[config.mk]
export PLATFORM = sky130hd
export DESIGN_NAME = bridge_arbiter
export DESIGN_NICKNAME = d
export VERILOG_FILES = /design/src/rtl/bridge_arbiter_pkg.sv /design/src/rtl/bridge_timeout_counter.sv /design/src/rtl/bridge_arbiter.sv
export SDC_FILE = /design/constraint.sdc
export NUM_CORES = 1
export LEC_CHECK = 0
export ABC_AREA = 1
export CORE_ASPECT_RATIO = 0.7
export CORE_MARGIN = 1.5
export CORE_UTILIZATION = 39
export DETAILED_ROUTE_END_ITERATION = 10
export HOLD_SLACK_MARGIN = 0.15
export PLACE_DENSITY = 0.87
export SYNTH_ARGS = -nofsm -noshare
export SYNTH_HDL_FRONTEND = slang
export SYNTH_HIERARCHICAL = 1
export SYNTH_SLANG_ARGS = --single-unit
[constraint.sdc]
create_clock -name clk_clk -period 2 [get_ports clk_clk]
set_input_delay 0.2 -clock clk_clk [delete_from_list [all_inputs] [get_ports clk_clk]]
set_output_delay 0.2 -clock clk_clk [all_outputs]
set_load 0.01 [all_outputs]
[src/rtl/bridge_arbiter_pkg.sv]
// Shared widths, FSM states and the bridge request record for the
// two-requester SDRAM bridge arbiter.
package bridge_arbiter_pkg;

  localparam int ADDR_W = 27;
  localparam int DATA_W = 16;
  localparam int BE_W   = 2;

  typedef enum logic [1:0] {
    IDLE = 2'd0,
    BUSY = 2'd1,
    DONE = 2'd2
  } state_t;

  typedef struct packed {
    logic [ADDR_W-1:0] address;
    logic [BE_W-1:0]   byte_enable;
    logic [DATA_W-1:0] write_data;
    logic              read;
    logic              write;
  } bus_req_t;

  // A requester raising read and write together is issued as a write only.
  function automatic bus_req_t make_req(
    input logic [ADDR_W-1:0] address,
    input logic [BE_W-1:0]   byte_enable,
    input logic [DATA_W-1:0] write_data,
    input logic              read,
    input logic              write
  );
    bus_req_t r;
    r.address     = address;
    r.byte_enable = byte_enable;
    r.write_data  = write_data;
    r.read        = read & ~write;
    r.write       = write;
    return r;
  endfunction

endpackage

[src/rtl/bridge_timeout_counter.sv]
// Counts bridge cycles of the current transfer and flags when the
// abort threshold has been reached.
module bridge_timeout_counter #(
  parameter int TERMINAL = 255,
  localparam int W = $clog2(TERMINAL + 1)
) (
  input  logic clk,
  input  logic rst_n,
  input  logic clear,
  input  logic enable,
  output logic terminal
);

  logic [W-1:0] count;

  always_ff @(posedge clk or negedge rst_n) begin
    if (!rst_n) begin
      count <= '0;
    end else if (clear) begin
      count <= '0;
    end else if (enable) begin
      count <= count + W'(1);
    end
  end

  assign terminal = (count == W'(TERMINAL));

endmodule

[src/rtl/bridge_arbiter.sv]
// Round-robin arbiter sharing one SDRAM bridge between two requesters,
// with a per-transfer timeout that completes the transfer with an error.
module bridge_arbiter
  import bridge_arbiter_pkg::*;
#(
  parameter int TIMEOUT_CYCLES = 255
) (
  input  logic              clk_clk,
  input  logic              reset_reset_n,

  input  logic [ADDR_W-1:0] m0_address,
  input  logic [BE_W-1:0]   m0_byte_enable,
  input  logic              m0_read,
  input  logic              m0_write,
  input  logic [DATA_W-1:0] m0_write_data,
  output logic              m0_acknowledge,
  output logic              m0_error,
  output logic [DATA_W-1:0] m0_read_data,

  input  logic [ADDR_W-1:0] m1_address,
  input  logic [BE_W-1:0]   m1_byte_enable,
  input  logic              m1_read,
  input  logic              m1_write,
  input  logic [DATA_W-1:0] m1_write_data,
  output logic              m1_acknowledge,
  output logic              m1_error,
  output logic [DATA_W-1:0] m1_read_data,

  output logic [ADDR_W-1:0] bridge_memory_address,
  output logic [BE_W-1:0]   bridge_memory_byte_enable,
  output logic              bridge_memory_read,
  output logic              bridge_memory_write,
  output logic [DATA_W-1:0] bridge_memory_write_data,
  input  logic              bridge_memory_acknowledge,
  input  logic [DATA_W-1:0] bridge_memory_read_data
);

  state_t            state;
  state_t            state_next;
  logic              last_grant;
  logic              owner;
  logic              grant_valid;
  logic              grant_sel;
  logic              finish_ok;
  logic              finish_timeout;
  logic              terminal;
  logic              cnt_clear;
  logic              cnt_enable;
  bus_req_t          req0;
  bus_req_t          req1;
  bus_req_t          bus;
  logic [DATA_W-1:0] read_result;

  assign req0 = make_req(m0_address, m0_byte_enable, m0_write_data, m0_read, m0_write);
  assign req1 = make_req(m1_address, m1_byte_enable, m1_write_data, m1_read, m1_write);

  always_ff @(posedge clk_clk or negedge reset_reset_n) begin
    if (!reset_reset_n) begin
      state <= IDLE;
    end else begin
      state <= state_next;
    end
  end

  // Grants only from IDLE; on contention the requester not served last wins.
  // In BUSY an acknowledge takes priority over a timeout in the same cycle.
  always_comb begin
    state_next     = state;
    grant_valid    = 1'b0;
    grant_sel      = 1'b0;
    finish_ok      = 1'b0;
    finish_timeout = 1'b0;
    case (state)
      IDLE: begin
        if ((req0.read | req0.write) || (req1.read | req1.write)) begin
          grant_valid = 1'b1;
          if ((req0.read | req0.write) && (req1.read | req1.write)) begin
            grant_sel = ~last_grant;
          end else begin
            grant_sel = req1.read | req1.write;
          end
          state_next = BUSY;
        end
      end
      BUSY: begin
        if (bridge_memory_acknowledge) begin
          finish_ok  = 1'b1;
          state_next = DONE;
        end else if (terminal) begin
          finish_timeout = 1'b1;
          state_next     = DONE;
        end
      end
      DONE: begin
        state_next = IDLE;
      end
      default: begin
        state_next = IDLE;
      end
    endcase
  end

  // The count reads 1 in the first BUSY cycle, so terminal marks the last
  // cycle a transfer may stay on the bridge.
  assign cnt_clear  = (state != BUSY) && !grant_valid;
  assign cnt_enable = grant_valid || ((state == BUSY) && !terminal);

  bridge_timeout_counter #(
    .TERMINAL (TIMEOUT_CYCLES)
  ) u_timeout (
    .clk      (clk_clk),
    .rst_n    (reset_reset_n),
    .clear    (cnt_clear),
    .enable   (cnt_enable),
    .terminal (terminal)
  );

  assign read_result = (finish_ok && bus.read) ? bridge_memory_read_data : '0;

  always_ff @(posedge clk_clk or negedge reset_reset_n) begin
    if (!reset_reset_n) begin
      bus            <= '0;
      owner          <= 1'b0;
      last_grant     <= 1'b1;
      m0_acknowledge <= 1'b0;
      m0_error       <= 1'b0;
      m0_read_data   <= '0;
      m1_acknowledge <= 1'b0;
      m1_error       <= 1'b0;
      m1_read_data   <= '0;
    end else begin
      m0_acknowledge <= 1'b0;
      m0_error       <= 1'b0;
      m1_acknowledge <= 1'b0;
      m1_error       <= 1'b0;
      if (grant_valid) begin
        bus        <= grant_sel ? req1 : req0;
        owner      <= grant_sel;
        last_grant <= grant_sel;
      end
      if (finish_ok || finish_timeout) begin
        bus.read  <= 1'b0;
        bus.write <= 1'b0;
        if (owner) begin
          m1_acknowledge <= 1'b1;
          m1_error       <= finish_timeout;
          m1_read_data   <= read_result;
        end else begin
          m0_acknowledge <= 1'b1;
          m0_error       <= finish_timeout;
          m0_read_data   <= read_result;
        end
      end
    end
  end

  assign bridge_memory_address     = bus.address;
  assign bridge_memory_byte_enable = bus.byte_enable;
  assign bridge_memory_write_data  = bus.write_data;
  assign bridge_memory_read        = bus.read;
  assign bridge_memory_write       = bus.write;

endmodule

# --- After elaboration in Yosys (flattened, before gate mapping) ---
# Index checks and enable logic that the tools add are counted.
classes:
  n_lt_le_gt_ge: 0
  div: 0
  addsub: 1
  muxes: 28
  shifts: 0
  reduce_logical: 15
  bitwise_logic: 8
  n_mul: 0
  eq_ne: 5
op_table:
  columns: ["cell", "count"]
  rows:
  - ["47-bit 2-to-1 mux", 1]
  - ["1-bit 2-to-1 mux", 18]
  - ["16-bit 2-to-1 mux", 1]
  - ["8-bit 2-to-1 mux", 2]
  - ["2-bit 2-to-1 mux", 5]
  - ["8-bit by 1-bit adder with 8-bit output, second input constant", 1]
  - ["8-bit == test, second input constant", 1]
  - ["2-bit AND reduction", 3]
  - ["1-bit logical AND", 4]
  - ["1-bit inverter", 4]
  - ["2-bit case mux with 2 select lines", 1]
  - ["2-bit nonzero test", 2]
  - ["1-bit logical OR", 3]
  - ["3-bit != test, second input constant", 1]
  - ["1-bit AND", 2]
  - ["2-bit by 1-bit == test with 1-bit output, second input constant", 1]
  - ["1-bit zero test", 2]
  - ["2-bit zero test", 1]
  - ["2-bit by 1-bit != test with 1-bit output, second input constant", 1]
  - ["2-bit != test, second input constant", 1]
  - ["1-bit OR", 2]
word_totals:
  elab_cells: 72
  mem_bits_ro: 0
  latchBits: 0
  out_inout_bits: 83
  input_bits: 113
  regBits: 95
  ram_bits: 0
  memories: 0

# --- Depth between registers and ports, before layout ---
# Gate-level depths: netlist (run 1).
depth:
  ltp_word: 10
  depth_mapped: 13

# --- By module ---
# Netlist (run 1), hierarchy kept.
modules_own_cells:
  columns: ["mod", "area_per_inst_um2", "instances", "cells_per_inst"]
  rows:
  - ["bridge_arbiter", 4191.5, 1, 515]
  - ["bridge_timeout_counter", 442.9, 1, 61]

# --- Least setup slack after synthesis (run 1) ---
# No wires, ideal clock.
synth_timing:
  kind: "register to register"
  start: "reg u_timeout.count[0]"
  end: "reg u_timeout.count[7]"
  t_arrival_ns: 1.742
  synth_period_minus_slack_ns: 1.861
  slack_ns: 0.139
  n_path_buf: 0
  stages_incl_launch_ff: 11
  setup_time_ns: 0.119
  required_ns: 1.881
  cell_sequence: "dfrtp_1 ha_1 nand2_1 inv_1 and3_1 o21ai_0 nor2_4 nor2_2 nand3_1 nand2_1 nor2_1"
synth_between:
  elab_chain_cells: 5
  elab_cells_between_ends: 8
  classes_between: "add/sub: 1; eq/ne: 1; mux: 2; reduce/logical: 4"
synth_rtl:
  columns: ["item", "line_no", "text"]
  rows:
  - ["start: declaration", "bridge_timeout_counter.sv:14", "logic [W-1:0] count;"]
  - ["start signal: assignment", "bridge_timeout_counter.sv:22", "count <= count + W'(1);"]
  - ["8-bit == test", "bridge_timeout_counter.sv:26", "assign terminal = (count == W'(TERMINAL));"]
  - ["named net terminal", "bridge_arbiter.sv:46", "logic terminal;"]
  - ["1-bit zero test", "bridge_arbiter.sv:106", "assign cnt_enable = grant_valid || ((state == BUSY) && !terminal);"]
  - ["1-bit logical AND", "bridge_arbiter.sv:106", null]
  - ["1-bit logical OR", "bridge_arbiter.sv:106", null]
  - ["named net cnt_enable", "bridge_arbiter.sv:48", "logic cnt_enable;"]
  - ["2-bit nonzero test (no line)", null, null]
# The timed path passes the listed nets, and every way through them passes these cells. The select of a mux whose other input is x is not followed.
# A chain may end at the register's enable or synchronous reset.

# --- Final worst setup path (run 1) ---
layout_timing:
  start: "reg u_timeout.count[0]"
  end: "reg u_timeout.count[5]"
# Same word-level chain as after synthesis.

==> qor.txt, run 1 <==
Outcome: finished, final reports clean
Syn Inst Count: 576
Synth top area cells: dfrtp_1 51%, nand2_1 17%, nand3b_1 7.3%, nand3_1 5.7%, inv_1 5.0%
Number of synthesized flops with an enable pin: 0
Initial DRT Pass Iterations: 5
Post-route setup TNS: 0 ns
Final Hold Vio Count: 0
Clock network power share: 0.178
Register area share after synthesis: 0.513
Final period util: 0.906
Post-synth top cells: 209 x nand2_1, 94 x dfrtp_1, 62 x inv_1
Sw Ratio: 0.385
Int Pwr: 5.56 mW
Setup Viol. Count Final: 0
Cell area power density: 1270 nW/um^2
Initial Util: 0.398
Number of vias per cell: 4.70
Rows: 33
MaxCap Viol Count: 0
1st-iter DRT viols: 197
Via count: 4380
Critical Path Sink Type: flop
Final critical-path setup slack: 0.187 ns
Psw: 3.48 mW
Critical path required time: 2.22 ns
Nets: 884
Post-synth top area cell: dfrtp_1
Hold slack: 0.433 ns
VDD IR-drop max: 0.628 mV
Residual DRC: 0
Die width: 133 um
Num ports: 196
Synthesized flop and latch total: 95
Post-synthesis instance area: 4630 um^2
Comb pwr share: 0.487
Placed Area: 6810 um^2
Fraction of layout cells with a size suffix above 1: 0.0684
Gpl congestion: 0.823
Net Count, Synth: 690
Avg Synthesized Cell Area: 8.05 um^2
R2R cell count: 10
Setup CP Type: flop to flop
Most common cell in the netlist: nand2_1
H-tree depth: 3
DP HPWL: 8910 um
Critical path arrival: 2.04 ns
Worst Hold Class: input port to flop
Peak Freq: 552 MHz
CP Launch Type: flop
Post-synth ARST share: 1.00
RSZ-0062 raised after global routing: false
Final instance area: 7110 um^2
Die area: 12600 um^2
Core area: 11600 um^2
Seq pwr share: 0.335
Layout area overhead: 53.3%
Gr ovfl total: 0
Slew Viols, Final: 0
CTS tree: done
Clock Skews: 0.00862 ns
CP Max Fanout: 7
Final min period: 1.81 ns
DP Worst Slack: -0.0311 ns
Leakage: 3.39 nW
Max_slew headroom: 0.532
Clk_lat worst skew: 0.33 ns
Final ANT Viol Nets: 0
Root buffer cell: clkbuf_16
DR WL/cell: 13.2 um
Slew @ Worst Pin: 0.701 ns
CTS Sinks: 95
Vias in the first global route: 4257
First-pass GRT wire length: 20600 um
Initial antenna violation count: 0
Area fraction of the dominant cell type after synthesis: 0.508
GRT Total Usage: 0.204
Reg clk slew, reported paths: 0.07 ns
Clock Path Buffers: 2
Post-Route WL: 12300 um
Distinct cells, synth: 27
Largest net degree at the start of global routing: 57
Synth warn: 6
Die height: 94.2 um
Diode count: 0
CTS Buf Count: 9
Main synth FF type: dfrtp_1
Port Buffers: 195
Hold depth: 3
[power by group through the flow]
stage / sequential, mW / clock, mW / combinational (mW)
detailed placement: 3.03 / 0 / 4.45
CTS: 3.03 / 1.66 / 4.45
global route: 3.11 / 1.76 / 4.87
floorplan: 3.27 / 0 / 2.08
global placement: 3.02 / 0 / 4.37
finish: 3.03 / 1.61 / 4.41
[layout make-up]
class,instances,area (um^2)
clock inverter,6,52.6
tap,157,196
clock buffer,10,229
multi-input combinational,383,1830
fill,1010,4540
inverter,67,251
timing repair buffer,214,2170
sequential,95,2380
[per-layer routing]
layer,global-route usage,part of all wire,vias to the layer above
li1,-,-,2185
met5,0,0,-
met4,0.0543,0.015,0
met3,0.0620,0.074,12
met1,0.271,0.46,2014
met2,0.326,0.45,169
[worst paths after layout]
| path | slack, ns | endpoint | startpoint |
|---|---|---|---|
| max reg2reg | 0.19 | u_timeout/count[5] | u_timeout/count[0] |
| min | 0.43 | m1_read_data[8] | bridge_memory_read_data[8] |
| min reg2reg | 0.46 | m0_error | owner |
| max | 0.19 | u_timeout/count[5] | u_timeout/count[0] |
| max in group asynchronous | 0.97 | bridge_memory_address[2] | reset_reset_n |
| min in group asynchronous | 0.47 | bridge_memory_address[6] | reset_reset_n |
[registers in the layout, indices dropped and copies added, names as in the netlist]
register / cells
bridge_memory_address: 27
bridge_memory_byte_enable: 2
bridge_memory_read: 1
bridge_memory_write: 1
bridge_memory_write_data: 16
last_grant: 1
m0_acknowledge: 1
m0_error: 1
m0_read_data: 16
m1_acknowledge: 1
m1_error: 1
m1_read_data: 16
owner: 1
state: 2
u_timeout/count: 8
[placed cells by master (no fill, tap or decap), drive strengths merged]
| master | count |
|---|---|
| clkbuf | 10 |
| dfstp | 1 |
| nand2 | 213 |
| nand3 | 53 |
| a21oi | 4 |
| buf | 19 |
| ha | 1 |
| dfrtp | 94 |
| nand4 | 1 |
| nand3b | 45 |
| and3 | 1 |
| clkinvlp | 4 |
| clkdlybuf4s50 | 194 |
| inv | 69 |
| nor3 | 2 |
| o21ai | 40 |
| o31ai | 1 |
| dlygate4sd3 | 1 |
| nor2 | 22 |
[through the flow]
stage          utilization  total power [mW]  cells
2_1_floorplan            -              5.35    576
3_3_place_gp         0.585              7.38    915
3_5_place_dp         0.585              7.49    915
4_1_cts              0.610              9.13    932
5_1_grt              0.610              9.74    932
6_report             0.610              9.04    932
[critical path, cell delays in order (launching register included)]
cell and delay, ns:
dfrtp_1 0.41, ha_1 0.22, nand2_1 0.09, inv_1 0.05, and3_1 0.22, o21ai_2 0.25, nor2_4 0.09, nor2_2 0.18
nand3_1 0.09, nand2_1 0.07, nor2_1 0.04
[logic make-up (layout without fill, tap and decap cells)]
| logic type | count (synthesis) | in the layout | share of synthesized area |
|---|---|---|---|
| buf+inv | 98 | 297 | 0.0945 |
| compound gates | 45 | 45 | 0.0508 |
| simple gates | 337 | 337 | 0.339 |
| flops | 95 | 95 | 0.513 |
| fa+ha+maj | 1 | 1 | 0.00270 |
[what timing repair did]
item | CTS | global route
hold endpoints to repair | 94 | 0
buffers inserted | 0 | 0
hold buffers | 1 | 0
setup endpoints to repair | 4 | 5
resized for setup | 1 | 1
Note: power is estimated with default switching activity, not from simulation.
==> run 2: changes to the inputs <==
--- a/config.mk
+++ b/config.mk
@@ -6,7 +6,7 @@
 export NUM_CORES = 1
 export LEC_CHECK = 0
 export ABC_AREA = 1
-export CORE_ASPECT_RATIO = 0.7
+export CORE_ASPECT_RATIO = 0.6
 export CORE_MARGIN = 1.5
 export CORE_UTILIZATION = 39
 export DETAILED_ROUTE_END_ITERATION = 10
==> qor.txt, run 2 (synthesis results as in run 1) <==
Clock network power share: 0.181 (+0.003)
Critical path's top delay family: simple AND/OR/NAND/NOR gates
Peak Freq: 561 MHz (+1.7%)
Die area: 12600 um^2 (about the same)
Vias in the first global route: 4310 (+1.2%)
Slew @ Worst Pin: 0.414 ns (-0.287 ns)
Slew Viols, Final: 0 (unchanged)
First-pass GRT wire length: 20600 um (+0.20%)
CTS tree: done
GRT Total Usage: 0.211 (+0.00700)
Residual DRC: 0 (unchanged)
Most common cell after layout, fill and taps aside: nand2_1
Worst reg2reg startpoint: u_timeout/count[1]
Clock Path Buffers: 2 (unchanged)
Outcome: finished, final reports clean
RSZ-0062 raised after global routing: false
Post-Route WL: 12700 um (+3.7%)
Leakage: 3.40 nW (+0.31%)
Gr ovfl total: 0 (unchanged)
Num ports: 196 (unchanged)
H-tree depth: 3 (unchanged)
Initial DRT Pass Iterations: 5 (unchanged)
GRT Max-Usage Layer: met2
VDD IR-drop max: 0.605 mV (-3.7%)
Final instance area: 7110 um^2 (about the same)
Layout Utilization: 0.621 (+0.0105)
Post-route setup TNS: 0 ns (unchanged)
Clk_lat worst skew: 0.33 ns (about the same)
Max_slew headroom: 0.724 (+0.191)
Final min period: 1.78 ns (-0.0295 ns)
Critical path arrival: 2.01 ns (-0.03 ns)
Fraction of layout cells with a size suffix above 1: 0.0697 (+0.00129)
Sw Ratio: 0.388 (+0.00346)
Reg clk slew, reported paths: 0.07 ns (about the same)
Number of vias per cell: 4.67 (-0.68%)
Core area: 11400 um^2 (-1.7%)
CP Max Fanout: 7 (unchanged)
Largest net degree at the start of global routing: 49 (-14%)
Final period util: 0.892 (-0.0147)
Slowest stage delay, CP: 0.41 ns (about the same)
DP Worst Slack: 0.0209 ns (+0.0520 ns)
Final Hold Vio Count: 0 (unchanged)
Die width: 144 um (+7.8%)
Worst setup startpoint: u_timeout/count[1]
Final critical-path setup slack: 0.217 ns (+0.0295 ns)
Initial Util: 0.405 (+0.00679)
Total power draw: 9.08 mW (+0.39%)
Layout area overhead: 53.4% (about the same)
Rows: 30 (-9.1%)
Int Pwr: 5.55 mW (-0.18%)
Die height: 87.4 um (-7.2%)
Max FFs per register: 27 (unchanged)
DP HPWL: 9360 um (+5.1%)
Clock Skews: 0.00776 ns (-0.000861 ns)
Final ANT Viol Nets: 0 (unchanged)
MaxCap Viol Count: 0 (unchanged)
Commonest non-fill, non-tap cells in the layout: 209 x nand2_1, 194 x clkdlybuf4s50_1, 94 x dfrtp_1
Setup Viol. Count Final: 0 (unchanged)
Gpl congestion: 0.838 (+1.8%)
M2 GR Usage: 0.336 (+0.00967)
Cell area power density: 1280 nW/um^2 (+0.37%)
Sum of buffers and inverters on the critical path: 1 (unchanged)
Seq pwr share: 0.333 (-0.002)
Critical Path Sink Type: flop
Setup CP Type: flop to flop
Via count: 4364 (-0.37%)
Placed Area: 6800 um^2 (-0.13%)
1st-iter DRT viols: 195 (-1.0%)
DR WL/cell: 13.6 um (+3.4%)
CTS Buf Count: 9 (unchanged)
Critical path required time: 2.22 ns (about the same)
Top cell by count, worst path: nand2_1
Slowest cell on crit path: dfrtp_1
Port Buffers: 195 (unchanged)
Psw: 3.53 mW (+1.3%)
Non-filler cells, final: 935 (+0.32%)
CP Launch Type: flop
Diode count: 0 (unchanged)
Met1 usage: 0.275 (+0.00444)
Dpl cells: 918 (+0.33%)
Comb pwr share: 0.487 (about the same)
Post CTS Setup Buffer Count: 0 (unchanged)
Hold slack: 0.339 ns (-0.0935 ns)
Initial antenna violation count: 0 (unchanged)
Root buffer cell: clkbuf_16
CP Cell Sequence: ha_1 > nand2_1 > inv_1 > and3_1 > o21ai_2 > nor2_4 > nor2_2 > nand3_1 > nand2_1 > nor2_1
Met3 usage: 0.0781 (+0.0160)
CTS Sinks: 95 (unchanged)
Worst Hold Class: input port to async pin
Nets: 884 (unchanged)
==> run 2: worst paths after layout <==
kind	slack, ns	to	depth (start not counted)
min in group clk_clk	0.44	m0_read_data[7]	3
max in group asynchronous	1.00	last_grant	3
min reg2reg	0.46	m0_error	1
min	0.34	m1_read_data[5]	2
max reg2reg	0.22	u_timeout/count[5]	10
max	0.22	u_timeout/count[5]	10
==> run 2: per-layer routing <==
layer	routed length [um]	vias up
li1	-	2189
met1	5630	1993
met2	5770	168
met3	1140	14
met4	193	0
met5	0	-
==> run 2: repair_timing <==
item                       4_1_cts  5_1_grt
hold endpoints to repair        29        0
hold buffers                     1        0
gates resized for setup          0        2
setup endpoints to repair        0        6
==> run 2: area by class of cell <==
type                            instances  area [um^2]
Timing Repair Buffer                  214         2160
Sequential cell                        95         2380
Clock inverter                          7         66.3
Multi-Input combinational cell        383         1830
Fill cell                             967         4340
Clock buffer                            9          225
Inverter                               67          251
Tap cell                              160          200
==> run 2: power by group through the flow <==
stage / clock, mW / sequential [mW] / combinational [mW]
after global placement: 0 / 3.03 / 4.36
after CTS: 1.69 / 3.02 / 4.46
final: 1.64 / 3.02 / 4.42
after detailed placement: 0 / 3.02 / 4.45
after floorplan: 0 / 3.27 / 2.08
after global routing: 1.78 / 3.10 / 4.86
